==> src/rtl/register_file_if.sv <==
// Register-file bus: read/write addressing, write-back data and immediate decode.
// master drives addresses/data, slave is the register file.
interface register_file_if #(
  parameter int DATA_W = 32,
  parameter int AW     = 5
);
  logic [AW-1:0]     read_reg1;
  logic [AW-1:0]     read_reg2;
  logic [AW-1:0]     write_reg;
  logic [DATA_W-1:0] write_data;
  logic              reg_write;
  logic [15:0]       imm16;
  logic [DATA_W-1:0] read_data1;
  logic [DATA_W-1:0] read_data2;
  logic [DATA_W-1:0] sign_extend;
  logic [4:0]        shift_amt;

  modport master (
    output read_reg1, read_reg2,
    output write_reg, write_data,
    output reg_write, imm16,
    input  read_data1, read_data2,
    input  sign_extend, shift_amt
  );

  modport slave (
    input  read_reg1, read_reg2,
    input  write_reg, write_data,
    input  reg_write, imm16,
    output read_data1, read_data2,
    output sign_extend, shift_amt
  );
endinterface

==> src/rtl/register_file.sv <==
// 32-entry MIPS register file, r0 hardwired to zero, with
// same-cycle write-to-read bypass and immediate extension.
module register_file #(
  parameter int DATA_W   = 32,
  parameter int NUM_REGS = 32
) (
  input logic             clk,
  input logic             rst_n,
  register_file_if.slave  rf
);
  localparam int AW = $clog2(NUM_REGS);

  logic [DATA_W-1:0] regs [NUM_REGS];

  logic wr_en;
  logic z1, z2;
  logic byp1, byp2;

  assign wr_en = rf.reg_write &&
                 (rf.write_reg != '0);

  always_ff @(posedge clk or negedge rst_n) begin
    if (!rst_n) begin
      for (int i = 0; i < NUM_REGS; i++)
        regs[i] <= '0;
    end else if (wr_en) begin
      regs[rf.write_reg] <= rf.write_data;
    end
  end

  // Reset and r0 force zero; bypass only applies otherwise.
  assign z1 = !rst_n ||
              (rf.read_reg1 == '0);
  assign z2 = !rst_n ||
              (rf.read_reg2 == '0);

  assign byp1 = !z1 && wr_en &&
                (rf.write_reg == rf.read_reg1);
  assign byp2 = !z2 && wr_en &&
                (rf.write_reg == rf.read_reg2);

  always_comb begin
    rf.read_data1 = '0;
    unique case (1'b1)
      z1:      rf.read_data1 = '0;
      byp1:    rf.read_data1 = rf.write_data;
      default: rf.read_data1 = regs[rf.read_reg1];
    endcase
  end

  always_comb begin
    rf.read_data2 = '0;
    unique case (1'b1)
      z2:      rf.read_data2 = '0;
      byp2:    rf.read_data2 = rf.write_data;
      default: rf.read_data2 = regs[rf.read_reg2];
    endcase
  end

  assign rf.sign_extend =
    {{(DATA_W-16){rf.imm16[15]}}, rf.imm16};
  assign rf.shift_amt = rf.imm16[10:6];

  logic unused_aw;
  assign unused_aw = ^AW;
endmodule

==> src/flat_wrapper.sv <==
// flat-port wrapper written by rule: the top's interface ports become plain ports
module register_file_flat 
#(
  parameter int DATA_W   = 32,
  parameter int NUM_REGS = 32
)
  (clk, rst_n, rf_read_reg1, rf_read_reg2, rf_write_reg, rf_write_data, rf_reg_write, rf_imm16, rf_read_data1, rf_read_data2, rf_sign_extend, rf_shift_amt);
  register_file_if #(.DATA_W(DATA_W)) rf_i ();
  input logic clk;
  input logic rst_n;
  input wire logic [$bits(rf_i.read_reg1)-1:0] rf_read_reg1;
  input wire logic [$bits(rf_i.read_reg2)-1:0] rf_read_reg2;
  input wire logic [$bits(rf_i.write_reg)-1:0] rf_write_reg;
  input wire logic [$bits(rf_i.write_data)-1:0] rf_write_data;
  input wire logic [$bits(rf_i.reg_write)-1:0] rf_reg_write;
  input wire logic [$bits(rf_i.imm16)-1:0] rf_imm16;
  output wire logic [$bits(rf_i.read_data1)-1:0] rf_read_data1;
  output wire logic [$bits(rf_i.read_data2)-1:0] rf_read_data2;
  output wire logic [$bits(rf_i.sign_extend)-1:0] rf_sign_extend;
  output wire logic [$bits(rf_i.shift_amt)-1:0] rf_shift_amt;
  assign rf_i.read_reg1 = rf_read_reg1;
  assign rf_i.read_reg2 = rf_read_reg2;
  assign rf_i.write_reg = rf_write_reg;
  assign rf_i.write_data = rf_write_data;
  assign rf_i.reg_write = rf_reg_write;
  assign rf_i.imm16 = rf_imm16;
  assign rf_read_data1 = rf_i.read_data1;
  assign rf_read_data2 = rf_i.read_data2;
  assign rf_sign_extend = rf_i.sign_extend;
  assign rf_shift_amt = rf_i.shift_amt;
  register_file #(.DATA_W(DATA_W), .NUM_REGS(NUM_REGS)) u_core (.clk(clk), .rst_n(rst_n), .rf(rf_i));
endmodule
==> config.mk <==
export PLATFORM = sky130hd
export DESIGN_NAME = register_file_flat
export DESIGN_NICKNAME = d
export VERILOG_FILES = /design/src/rtl/register_file_if.sv /design/src/rtl/register_file.sv /design/src/flat_wrapper.sv
export SDC_FILE = /design/constraint.sdc
export NUM_CORES = 2
export LEC_CHECK = 0
export BUFFER_PORTS_ARGS = -buffer_cell sky130_fd_sc_hd__buf_2
export CAP_MARGIN = 30
export CORE_ASPECT_RATIO = 1.1
export CORE_UTILIZATION = 28
export DETAILED_ROUTE_END_ITERATION = 6
export SLEW_MARGIN = 15
export SYNTH_ARGS = -nofsm -noshare
export SYNTH_HDL_FRONTEND = slang
export SYNTH_SLANG_ARGS = --single-unit
==> constraint.sdc <==
create_clock -name clk -period 4.49 [get_ports clk]
set_clock_uncertainty 0.05 [all_clocks]
set_input_delay 0.898 -clock clk [delete_from_list [all_inputs] [get_ports clk]]
set_output_delay 0.898 -clock clk [all_outputs]
set_load 0.02 [all_outputs]
==> out/metrics.csv <==
metric;value;unit
outcome;finished clean;
CTS clock-pin slew for the worst setup and hold paths;0.07;ns
setup slack after layout;0.1242;ns
Largest Register;u_core.regs;
Synth-to-Final Area Change;14.47;%
Final Non-Filler Cells;6804;
clk buf depth;3;
share of cells above drive strength 1;0.4703;
vias in the first global route;39052;
largest net degree at the start of global routing;170;
Lkg Pwr;28.33;nW
Worst Max-Slew Pin Slew;1.032;ns
Synth Area in Compound Gates;0.06347;
largest registers;u_core.regs x1024;
DR WL/cell;28.94;um
Placed Instances;6598;
post-DP HPWL;125.8;mm
Worst Path Required;3.54;ns
peak supply drop;0.3784;mV
drt pass-1 iters;6;
CTS sink cnt;1024;
Clock Root Buffer;clkbuf_16;
Initial Util;0.2814;
Fillers;19413;
Avg Cell Area, Syn;13.56;um2
Post-synth ARST share;1.000;
number of synthesized flops with an enable pin;0;
Final Cycle Share;0.9723;
full die area;202300;um2
CTS tree;built;
Hold Fails Final Rpt;0;
Seq. cell area;25620;um2
gr usage total;0.1916;
first-pass GRT wire length;286.3;mm
Chip Height;471.6;um
Synth top area share;0.4564;
final instance area;64260;um2
routed vias;38026;
Area after DPL;60480;um2
row cnt;172;
Synth top cells by count;mux2_2 (1,140), dfrtp_1 (1,024), mux2i_1 (488);
sequential-to-total area share from yosys stat;0.4564;
CP Launch Type;input pin;
CTS Buf Count;105;
ANT nets after route;0;
xor-xnor portion of the synthesized cell area;0.001560;
multiplexer share of the synthesized area;0.4190;
Layout Nets;4164;
Primary FF master, synth;dfrtp_1;
top cells by area, synth;dfrtp_1 (46%), mux2_2 (23%), mux4_2 (10%);
Synth cell types;53;
Skew-Pair Late Insertion Delay;0.74;ns
Max Slew Vio Count;0;
Final Core Density;0.3221;
total power;27.53;mW
I/O pins;167;
Setup CP Type;input pin to output pin;
crit path time final;4.366;ns
Max-cap violations;0;
Vias/cell;5.589;
Setup crit end kind;output pin;
Setup violations, final;0;
flop and latch count out of synthesis;1024;
synth warn;0;
grt ovf;0;
most numerous cell in the Yosys netlist;mux2_2;
Mapped Area;56140;um2
area of the multi-input gates;28460;um2
Mapped Cells;4140;
max_slew headroom;0.3106;
largest family of logic cells by synthesized area;multiplexers;
min-delay worst type;input pin to asynchronous set/reset pin;
routability cong.;0.8724;
DRT iter0 DRCs;3329;
Core ar.;199500;um2
post-route setup TNS;0;ns
post-synthesis simple-gate area fraction;0.01848;
pwr dens;428.3;nW/um2
WHS;0.1563;ns
DRC viols;0;
Port Buffers;113;
WL final;196.9;mm
Adder-Cell Fraction of Synth Area;0;
maximum fanout along the worst path;46;
unrepaired setup endpoints after global routing;no;
initial antenna violation count;21;
die width;428.9;um
setup slack at placement;-0.2593;ns
Clock H-tree levels;3;
Largest register FFs;1024;
Worst Path Arrival;3.42;ns
largest area contributor in the netlist;dfrtp_1;
fmax;0.2291;GHz
net count after synthesis;4206;
post-CTS setup buffer count;0;
-- layout by cell type (no fill, tap or decap), types with 15 or more instances in the layout --
cell	netlist	final
clkbuf_16	0	108
buf_12	0	62
a211o_1	20	20
mux2i_1	488	488
a22oi_1	106	106
o221ai_1	23	23
buf_4	59	172
o22ai_1	42	42
buf_2	148	104
nor2_4	0	16
clkbuf_8	0	20
nand3_1	15	15
mux2_2	1140	1140
mux4_2	257	257
a22o_1	44	44
a221oi_1	68	67
clkinv_2	0	19
nand2_1	122	107
clkbuf_1	203	23
dfrtp_1	1024	1024
nand2_2	0	15
a21oi_1	117	117
o21ai_1	37	38
-- what timing repair did --
action	4_1_cts	5_1_grt
pin swaps	0	0
endpoints found under the hold margin	22	0
resized for setup	4	1
endpoints found under the setup margin	3	1
gates cloned	0	0
hold buffers	1	0
-- path summary, 6_finish.rpt --
path / from / end / slack, ns / cells past startpoint
min in group clk: u_core.regs[1010] / u_core.regs[1010] / 0.35 / 0
hold reg to reg: u_core.regs[1010] / u_core.regs[1010] / 0.35 / 0
setup reg to reg: u_core.regs[533] / u_core.regs[533] / 3.62 / 1
setup / recovery: rf_read_reg1[0] / rf_read_data1[19] / 0.12 / 8
hold / removal: rst_n / u_core.regs[365] / 0.16 / 2
max in group asynchronous: rst_n / u_core.regs[588] / 2.01 / 5
-- where the power goes --
part	internal [mW]	leakage, nW	switching (mW)
logic	3.22	13.4	2.60
clock network	5.50	1.81	3.93
registers	11.0	13.2	1.31
total	19.7	28.3	7.83
-- cells by family after synthesis --
logic type / Yosys count
AO/OA/AOI/OAI: 505
XOR/XNOR: 10
buffers and inverters: 496
multiplexers: 1886
AND/OR/NAND/NOR: 219
flip-flops: 1024
-- layer usage --
layer  wire (um)  global-route usage
met1       78060              0.2362
met5          49                   0
met4       11090              0.1030
met3       12100             0.03304
met2       95600              0.3186
-- worst max-delay path: stages --
cell,delay (ns)
buf_8,0.20
buf_12,0.39
mux4_2,0.56
mux2_2,0.27
a221oi_1,0.46
o21ai_1,0.21
buf_4,0.20
buf_2,0.17
-- layout make-up --
type / instances / share of cell area
clock inverter: 43 / 0.009462
tap: 2610 / 0.05082
clock buffer: 151 / 0.04768
sequential: 1024 / 0.3987
multi-input combinational: 2620 / 0.4429
timing repair buffer: 347 / 0.05000
antenna: 9 / 0.0003505
Power figures use the tool's default switching activity.
